$ cat src/rtl/k423_wb_stage_pkg.sv
// Shared types for the k423 write-back stage: load-size encodings and the WB FSM state.
package k423_wb_stage_pkg;

  localparam int unsigned CORE_XLEN     = 32;
  localparam int unsigned CORE_ADDR_W   = 32;
  localparam int unsigned INST_RSDIDX_W = 5;

  typedef logic [1:0] ls_size_t;

  // 2'b11 is reserved and decodes as a word.
  localparam ls_size_t LS_SIZE_B = 2'b00;
  localparam ls_size_t LS_SIZE_H = 2'b01;
  localparam ls_size_t LS_SIZE_W = 2'b10;

  typedef enum logic [1:0] {
    StIdle,
    StHeld,
    StWait
  } wb_state_e;

endpackage

$ cat src/rtl/k423_wb_stage_if.sv
// ex2wb handshake, data-memory response and commit outputs of the write-back stage.
interface k423_wb_stage_if #(
  parameter int unsigned XLEN   = 32,
  parameter int unsigned ADDR_W = 32,
  parameter int unsigned RIDX_W = 5
);

  logic              ex2wb_stage_vld_i;
  logic              wb_stage_rdy_o;
  logic [ADDR_W-1:0] wb_pc_i;
  logic              wb_rd_vld_i;
  logic [RIDX_W-1:0] wb_rd_idx_i;
  logic [XLEN-1:0]   wb_rd_i;
  logic              wb_rd_load_i;
  logic [1:0]        wb_rd_load_size_i;
  logic              wb_rd_load_unsigned_i;
  logic [ADDR_W-1:0] wb_rd_load_addr_i;
  logic              dmem_rsp_vld_i;
  logic [XLEN-1:0]   dmem_rsp_data_i;
  logic              rf_wr_en_o;
  logic [RIDX_W-1:0] rf_wr_idx_o;
  logic [XLEN-1:0]   rf_wr_data_o;
  logic              wb_retire_vld_o;
  logic [ADDR_W-1:0] wb_retire_pc_o;

  // Upstream pipeline register plus data memory.
  modport master (
    output ex2wb_stage_vld_i, wb_pc_i, wb_rd_vld_i, wb_rd_idx_i, wb_rd_i, wb_rd_load_i,
           wb_rd_load_size_i, wb_rd_load_unsigned_i, wb_rd_load_addr_i,
           dmem_rsp_vld_i, dmem_rsp_data_i,
    input  wb_stage_rdy_o, rf_wr_en_o, rf_wr_idx_o, rf_wr_data_o,
           wb_retire_vld_o, wb_retire_pc_o
  );

  modport slave (
    input  ex2wb_stage_vld_i, wb_pc_i, wb_rd_vld_i, wb_rd_idx_i, wb_rd_i, wb_rd_load_i,
           wb_rd_load_size_i, wb_rd_load_unsigned_i, wb_rd_load_addr_i,
           dmem_rsp_vld_i, dmem_rsp_data_i,
    output wb_stage_rdy_o, rf_wr_en_o, rf_wr_idx_o, rf_wr_data_o,
           wb_retire_vld_o, wb_retire_pc_o
  );

endinterface

$ cat src/rtl/k423_load_align.sv
// Combinational load-data alignment: shift the word by the byte offset, then sign/zero extend.
module k423_load_align
  import k423_wb_stage_pkg::*;
#(
  parameter int unsigned XLEN = 32
) (
  input  ls_size_t        size,
  input  logic            is_unsigned,
  input  logic [1:0]      addr_lo,
  input  logic [XLEN-1:0] data,
  output logic [XLEN-1:0] result
);

  logic [4:0]      sh;
  logic [XLEN-1:0] w;
  logic            unused_w_hi;

  assign sh          = {addr_lo, 3'b000};
  assign w           = data >> sh;
  assign unused_w_hi = ^w[XLEN-1:16];

  // Misaligned halves still shift by the full byte offset; no fault is raised here.
  always_comb begin
    result = data;
    case (size)
      LS_SIZE_B: result = {{(XLEN-8){~is_unsigned & w[7]}}, w[7:0]};
      LS_SIZE_H: result = {{(XLEN-16){~is_unsigned & w[15]}}, w[15:0]};
      default:   result = data;
    endcase
  end

endmodule

$ cat src/rtl/k423_wb_stage.sv
// Write-back stage: accepts the ex2wb bundle, matches loads with their memory response
// (live or buffered), and commits rf write + retire one cycle later.
// Optional K423_WB_RETIRE_CNT_EN adds a 64-bit retired-instruction counter port.
module k423_wb_stage
  import k423_wb_stage_pkg::*;
#(
  parameter int unsigned XLEN   = CORE_XLEN,
  parameter int unsigned ADDR_W = CORE_ADDR_W,
  parameter int unsigned RIDX_W = INST_RSDIDX_W
) (
  input  logic           clk_i,
  input  logic           rst_n_i,
  k423_wb_stage_if.slave bus
`ifdef K423_WB_RETIRE_CNT_EN
  ,
  output logic [63:0]    wb_instret_o
`endif
);

  wb_state_e         state_q, state_d;
  logic [XLEN-1:0]   rsp_buf_q;

  logic              load_in_wb;
  logic              rsp_avail;
  logic              rdy;
  logic              commit;
  logic              use_buf;
  logic              buf_we;
  logic [XLEN-1:0]   rsp_data;
  logic [XLEN-1:0]   load_data;
  logic [XLEN-1:0]   wr_data;

  logic              rf_wr_en_q;
  logic [RIDX_W-1:0] rf_wr_idx_q;
  logic [XLEN-1:0]   rf_wr_data_q;
  logic              retire_vld_q;
  logic [ADDR_W-1:0] retire_pc_q;

  logic              unused_addr_hi;

  assign load_in_wb     = bus.ex2wb_stage_vld_i & bus.wb_rd_load_i;
  assign unused_addr_hi = ^bus.wb_rd_load_addr_i[ADDR_W-1:2];

  // FSM state register.
  always_ff @(posedge clk_i or negedge rst_n_i) begin
    if (!rst_n_i) begin
      state_q <= StIdle;
    end else begin
      state_q <= state_d;
    end
  end

  // FSM next state.
  always_comb begin
    state_d = state_q;
    unique case (state_q)
      StIdle: begin
        if (load_in_wb) begin
          if (!bus.dmem_rsp_vld_i) state_d = StWait;
        end else if (bus.dmem_rsp_vld_i) begin
          state_d = StHeld;
        end
      end
      StHeld: if (load_in_wb) state_d = StIdle;
      StWait: if (bus.dmem_rsp_vld_i) state_d = StIdle;
      default: state_d = StIdle;
    endcase
  end

  // FSM outputs. A response with no load waiting is parked (or overwrites the parked one).
  always_comb begin
    use_buf   = (state_q == StHeld);
    rsp_avail = bus.dmem_rsp_vld_i | use_buf;
    rdy       = ~(load_in_wb & ~rsp_avail);
    commit    = bus.ex2wb_stage_vld_i & rdy;
    buf_we    = bus.dmem_rsp_vld_i & ~load_in_wb;
  end

  assign bus.wb_stage_rdy_o = rdy;

  always_ff @(posedge clk_i or negedge rst_n_i) begin
    if (!rst_n_i) begin
      rsp_buf_q <= '0;
    end else if (buf_we) begin
      rsp_buf_q <= bus.dmem_rsp_data_i;
    end
  end

  assign rsp_data = use_buf ? rsp_buf_q : bus.dmem_rsp_data_i;

  k423_load_align #(
    .XLEN (XLEN)
  ) u_load_align (
    .size        (bus.wb_rd_load_size_i),
    .is_unsigned (bus.wb_rd_load_unsigned_i),
    .addr_lo     (bus.wb_rd_load_addr_i[1:0]),
    .data        (rsp_data),
    .result      (load_data)
  );

  assign wr_data = bus.wb_rd_load_i ? load_data : bus.wb_rd_i;

  always_ff @(posedge clk_i or negedge rst_n_i) begin
    if (!rst_n_i) begin
      rf_wr_en_q   <= 1'b0;
      rf_wr_idx_q  <= '0;
      rf_wr_data_q <= '0;
      retire_vld_q <= 1'b0;
      retire_pc_q  <= '0;
    end else begin
      rf_wr_en_q   <= commit & bus.wb_rd_vld_i & (bus.wb_rd_idx_i != '0);
      retire_vld_q <= commit;
      if (commit) begin
        rf_wr_idx_q  <= bus.wb_rd_idx_i;
        rf_wr_data_q <= wr_data;
        retire_pc_q  <= bus.wb_pc_i;
      end
    end
  end

  assign bus.rf_wr_en_o      = rf_wr_en_q;
  assign bus.rf_wr_idx_o     = rf_wr_idx_q;
  assign bus.rf_wr_data_o    = rf_wr_data_q;
  assign bus.wb_retire_vld_o = retire_vld_q;
  assign bus.wb_retire_pc_o  = retire_pc_q;

`ifdef K423_WB_RETIRE_CNT_EN
  logic [63:0] instret_q;

  always_ff @(posedge clk_i or negedge rst_n_i) begin
    if (!rst_n_i) begin
      instret_q <= '0;
    end else if (retire_vld_q) begin
      instret_q <= instret_q + 64'd1;
    end
  end

  assign wb_instret_o = instret_q;
`endif

`ifndef SYNTHESIS
  // A second response while one is parked and not being consumed is a protocol error.
  always_ff @(posedge clk_i) begin
    if (rst_n_i) begin
      assert (!(state_q == StHeld && bus.dmem_rsp_vld_i && !load_in_wb))
        else $error("k423_wb_stage: dmem response overwrote an unconsumed buffered response");
    end
  end
`endif

endmodule

$ cat src/flat_wrapper.sv
// flat-port wrapper written by rule: the top's interface ports become plain ports
module k423_wb_stage_flat import k423_wb_stage_pkg::*;
#(
  parameter int unsigned XLEN   = CORE_XLEN,
  parameter int unsigned ADDR_W = CORE_ADDR_W,
  parameter int unsigned RIDX_W = INST_RSDIDX_W
)
  (clk_i, rst_n_i, bus_ex2wb_stage_vld_i, bus_wb_pc_i, bus_wb_rd_vld_i, bus_wb_rd_idx_i, bus_wb_rd_i, bus_wb_rd_load_i, bus_wb_rd_load_size_i, bus_wb_rd_load_unsigned_i, bus_wb_rd_load_addr_i, bus_dmem_rsp_vld_i, bus_dmem_rsp_data_i, bus_wb_stage_rdy_o, bus_rf_wr_en_o, bus_rf_wr_idx_o, bus_rf_wr_data_o, bus_wb_retire_vld_o, bus_wb_retire_pc_o);
  k423_wb_stage_if #(.XLEN(XLEN), .ADDR_W(ADDR_W), .RIDX_W(RIDX_W)) bus_i ();
  input  logic clk_i;
  input  logic rst_n_i;
  input wire logic [$bits(bus_i.ex2wb_stage_vld_i)-1:0] bus_ex2wb_stage_vld_i;
  input wire logic [$bits(bus_i.wb_pc_i)-1:0] bus_wb_pc_i;
  input wire logic [$bits(bus_i.wb_rd_vld_i)-1:0] bus_wb_rd_vld_i;
  input wire logic [$bits(bus_i.wb_rd_idx_i)-1:0] bus_wb_rd_idx_i;
  input wire logic [$bits(bus_i.wb_rd_i)-1:0] bus_wb_rd_i;
  input wire logic [$bits(bus_i.wb_rd_load_i)-1:0] bus_wb_rd_load_i;
  input wire logic [$bits(bus_i.wb_rd_load_size_i)-1:0] bus_wb_rd_load_size_i;
  input wire logic [$bits(bus_i.wb_rd_load_unsigned_i)-1:0] bus_wb_rd_load_unsigned_i;
  input wire logic [$bits(bus_i.wb_rd_load_addr_i)-1:0] bus_wb_rd_load_addr_i;
  input wire logic [$bits(bus_i.dmem_rsp_vld_i)-1:0] bus_dmem_rsp_vld_i;
  input wire logic [$bits(bus_i.dmem_rsp_data_i)-1:0] bus_dmem_rsp_data_i;
  output wire logic [$bits(bus_i.wb_stage_rdy_o)-1:0] bus_wb_stage_rdy_o;
  output wire logic [$bits(bus_i.rf_wr_en_o)-1:0] bus_rf_wr_en_o;
  output wire logic [$bits(bus_i.rf_wr_idx_o)-1:0] bus_rf_wr_idx_o;
  output wire logic [$bits(bus_i.rf_wr_data_o)-1:0] bus_rf_wr_data_o;
  output wire logic [$bits(bus_i.wb_retire_vld_o)-1:0] bus_wb_retire_vld_o;
  output wire logic [$bits(bus_i.wb_retire_pc_o)-1:0] bus_wb_retire_pc_o;
  assign bus_i.ex2wb_stage_vld_i = bus_ex2wb_stage_vld_i;
  assign bus_i.wb_pc_i = bus_wb_pc_i;
  assign bus_i.wb_rd_vld_i = bus_wb_rd_vld_i;
  assign bus_i.wb_rd_idx_i = bus_wb_rd_idx_i;
  assign bus_i.wb_rd_i = bus_wb_rd_i;
  assign bus_i.wb_rd_load_i = bus_wb_rd_load_i;
  assign bus_i.wb_rd_load_size_i = bus_wb_rd_load_size_i;
  assign bus_i.wb_rd_load_unsigned_i = bus_wb_rd_load_unsigned_i;
  assign bus_i.wb_rd_load_addr_i = bus_wb_rd_load_addr_i;
  assign bus_i.dmem_rsp_vld_i = bus_dmem_rsp_vld_i;
  assign bus_i.dmem_rsp_data_i = bus_dmem_rsp_data_i;
  assign bus_wb_stage_rdy_o = bus_i.wb_stage_rdy_o;
  assign bus_rf_wr_en_o = bus_i.rf_wr_en_o;
  assign bus_rf_wr_idx_o = bus_i.rf_wr_idx_o;
  assign bus_rf_wr_data_o = bus_i.rf_wr_data_o;
  assign bus_wb_retire_vld_o = bus_i.wb_retire_vld_o;
  assign bus_wb_retire_pc_o = bus_i.wb_retire_pc_o;
  k423_wb_stage #(.XLEN(XLEN), .ADDR_W(ADDR_W), .RIDX_W(RIDX_W)) u_core (.clk_i(clk_i), .rst_n_i(rst_n_i), .bus(bus_i));
endmodule
$ cat config.mk
export PLATFORM = sky130hd
export DESIGN_NAME = k423_wb_stage_flat
export DESIGN_NICKNAME = d
export VERILOG_FILES = /design/src/rtl/k423_wb_stage_pkg.sv /design/src/rtl/k423_wb_stage_if.sv /design/src/rtl/k423_load_align.sv /design/src/rtl/k423_wb_stage.sv /design/src/flat_wrapper.sv
export SDC_FILE = /design/constraint.sdc
export NUM_CORES = 1
export LEC_CHECK = 0
export CELL_PAD_IN_SITES_DETAIL_PLACEMENT = 1
export CELL_PAD_IN_SITES_GLOBAL_PLACEMENT = 2
export CORE_MARGIN = 8
export CORE_UTILIZATION = 27
export CTS_CLUSTER_SIZE = 28
export DETAILED_ROUTE_END_ITERATION = 7
export PLACE_DENSITY = 0.95
export SLEW_MARGIN = 10
export SYNTH_ARGS = -nofsm -noshare
export SYNTH_HDL_FRONTEND = slang
export SYNTH_SLANG_ARGS = --single-unit
$ cat constraint.sdc
create_clock -name clk_i -period 7 [get_ports clk_i]
set_input_delay 0.7 -clock clk_i [delete_from_list [all_inputs] [get_ports clk_i]]
set_output_delay 0.7 -clock clk_i [all_outputs]
set_load 0.05 [all_outputs]
==> flow_summary.json <==
{
  "die_w_um": 155,
  "cts_tree": "done",
  "rows": 51,
  "grt_max_degree": 64,
  "max_freq_mhz": 282,
  "postCtsSetupBuffers": 0,
  "min_period_ps": 3550,
  "max_slew_margin_pct": 43.1,
  "setup_tns_ps": 0,
  "cp-end-kind": "register",
  "cts_hold_repair.buffers": 0,
  "layout_common_cells": "182 x clkdlybuf4s50_1, 140 x nand2_1, 105 x dfrtp_1",
  "async_reset_ff_share_pct": 100,
  "post_synth_and_or_nand_nor_area_fraction_pct": 19.1,
  "drt_wl_total_mm": 19.0,
  "clock_path_buffers": 2,
  "netlist_instances": 569,
  "cap_violations": 0,
  "finalClockSkew_ps": 7.88,
  "status": "completed",
  "cts_htree_levels": 3,
  "cts_root_buffer": "clkbuf_16",
  "synth_cell_type_count": 48,
  "finalHoldViolations": 0,
  "synth_compound_area_share_pct": 13.7,
  "clk_latency_ps": 350,
  "first_pass_iters": 4,
  "numClockSinks": 105,
  "drc": 0,
  "ant_nets": 0,
  "ys.warnings.count": 0,
  "dpl.hpwl_mm": 14.3,
  "globalplace.congestion": 0.800,
  "synth_adder_area_share_pct": 0,
  "slew_violations": 0,
  "crit_chain": "clkdlybuf4s50_1 > mux2i_1 > and3_1 > a311o_1 > or4_1 > a211o_1 > o21ai_1",
  "crit_fanout": 24,
  "layoutNonFillerInstCount": 998,
  "setup_viol": 0,
  "first_iter_violations": 235,
  "start_kind": "primary input",
  "required_ps": 7260,
  "synth-main-ff-cell": "dfrtp_1",
  "crit_path_max_incr_delay_ps": 1030,
  "via_count": 4800,
  "areaGrowthSynthToFinish_pct": 44.0,
  "timing.final.crit_share_pct": 50.7,
  "wl_per_cell_um": 19.0,
  "drt-vias-per-instance": 4.81,
  "avgSynthCellArea_um2": 9.23,
  "powerDensity_nw_per_um2": 250,
  "synth.ff_latch_count": 105,
  "dieArea_um2": 24200,
  "grt_pass1_wl_mm": 29.5,
  "ys_seq_area_share_pct": 50.0,
  "power.leakage_nw": 3.26,
  "grt_pass1_vias": 5152,
  "place_area_um2": 7280,
  "die_h_um": 155,
  "synth_top_family_by_area": "simple AND/OR/NAND/NOR gates",
  "synth_xor_area_share_pct": 0,
  "portBuffers": 183,
  "clk_pin_slew_ps": 70,
  "initial_core_util_pct": 27.3,
  "rsz0062_at_grt": "false",
  "worstMarginPinSlew_ps": 851,
  "grt_use_total_pct": 15.8,
  "syn-num-nets": 711,
  "antenna_found_initial": 1,
  "nets": 869,
  "critical_path_class": "in2reg",
  "globalRouteOverflowTotal": 0,
  "synth-edff-count": 0,
  "slowest_stage": "clkdlybuf4s50_1",
  "ios": 214,
  "drive_gt1_share_pct": 8.33,
  "synthesis.area_um2": 5250,
  "stdcell_area_um2": 7560,
  "cts_buffers": 9,
  "synthMuxAreaShare_pct": 12.6,
  "final_common_cell": "clkdlybuf4s50_1",
  "num-fill-cells": 2219,
  "core_um2": 19300,
  "cts_resized": 0,
  "dp.cells": 981,
  "holdCritPathClass": "in2async",
  "peakVddDrop_mv": 0.137,
  "arrival_ps": 3810
}
-- state kept, by name (all words and copies together), names as in the netlist --
register	flops
u_core.state_q	2
u_core.rsp_buf_q	32
u_core.bus.rf_wr_data_o	32
u_core.bus.rf_wr_en_o	1
u_core.bus.wb_retire_pc_o	32
u_core.bus.wb_retire_vld_o	1
u_core.bus.rf_wr_idx_o	5
-- worst max-delay path: cells and delay by family --
kind | cells | cell delay, ps
buffers and inverters | 1 | 1030
muxes | 1 | 210
and+or+nand+nor | 2 | 700
AOI/OAI and AO/OA | 3 | 1160
-- report_power, final --
| group | internal (W) | switching [W] | total, W |
|---|---|---|---|
| clock | 0.000254 | 0.000243 | 0.000497 |
| sequential | 0.000689 | 0.0000442 | 0.000733 |
| combinational | 0.000246 | 0.000418 | 0.000665 |
-- synthesized netlist by cell type, types with 2 or more instances --
library cell	count	share of area, %
nand2_1	140	10
dfrtp_1	105	50
nor2_1	40	2.9
o21ai_0	34	3.2
mux2_2	33	7.1
mux2i_1	29	5.5
clkbuf_1	27	1.9
a21oi_1	17	1.6
inv_1	17	1.2
o221ai_1	17	2.8
o21ai_1	10	0.95
buf_1	9	0.64
nand2b_1	9	1.1
nand3_1	9	0.86
nor3b_1	8	1.1
o22ai_1	7	0.83
nor2b_1	6	0.71
a31oi_1	5	0.60
a211oi_1	4	0.57
nor3_1	3	0.29
o311ai_0	3	0.50
or3_1	3	0.36
a211o_1	2	0.33
and2_1	2	0.24
and3_1	2	0.24
buf_2	2	0.19
buf_6	2	0.43
o311a_1	2	0.38
or2_2	2	0.24
or4_1	2	0.29
-- metal layers --
| layer | global-route usage (%) | part of all wire (%) | up-vias | wire length (um) |
|---|---|---|---|---|
| li1 | - | - | 2263 | - |
| met1 | 19.5 | 42 | 2364 | 8020 |
| met2 | 25.9 | 48 | 147 | 9090 |
| met3 | 4.88 | 7.4 | 24 | 1410 |
| met4 | 5.13 | 2.4 | 2 | 447 |
| met5 | 0 | 0.084 | - | 16 |
-- path summary, 6_finish.rpt --
kind / endpoint / slack, ps / start / cells after the start
max reg2reg: u_core.bus.rf_wr_data_o[24] / 4090 / u_core.state_q[1] / 7
min: u_core.bus.wb_retire_pc_o[7] / 450 / rst_n_i / 1
min in group clk_i: u_core.bus.wb_retire_pc_o[8] / 470 / u_core.bus.wb_retire_pc_o[8] / 2
min reg2reg: u_core.bus.wb_retire_pc_o[8] / 470 / u_core.bus.wb_retire_pc_o[8] / 2
max: u_core.bus.rf_wr_data_o[24] / 3450 / bus_wb_rd_load_addr_i[1] / 7
max in group asynchronous: u_core.bus.rf_wr_data_o[14] / 5390 / rst_n_i / 2
-- metrics by stage --
stage | total power (W) | util (%) | hold WS [ps] | setup WS [ps]
global placement | 0.00140 | 37.8 | 457 | 3140
floorplan | 0.00114 | - | 404 | 4380
finish | 0.00189 | 39.3 | 447 | 3450
CTS | 0.00192 | 39.2 | 479 | 3400
detailed placement | 0.00142 | 37.8 | 462 | 3060
global route | 0.00199 | 39.2 | 490 | 3240
-- cells by family (layout without fill, tap and decap cells) --
kind of cell,Yosys count,count (layout)
other,0,1
AO/OA/AOI/OAI,112,112
buffers and inverters,59,222
flip-flops,105,105
AND/OR/NAND/NOR,231,231
multiplexers,62,62
-- layout make-up --
class / instances / area (um^2) / share of cell area [%]
flip-flops and latches: 105 / 2630 / 34.7
multi-input cells: 405 / 2390 / 31.5
repair buffers: 188 / 1870 / 24.7
well taps: 265 / 332 / 4.38
clock buffers: 11 / 243 / 3.21
inverters: 18 / 67.6 / 0.893
clock inverters: 5 / 40.0 / 0.529
diodes: 1 / 2.50 / 0.0331
Note: power is estimated with default switching activity, not from simulation.
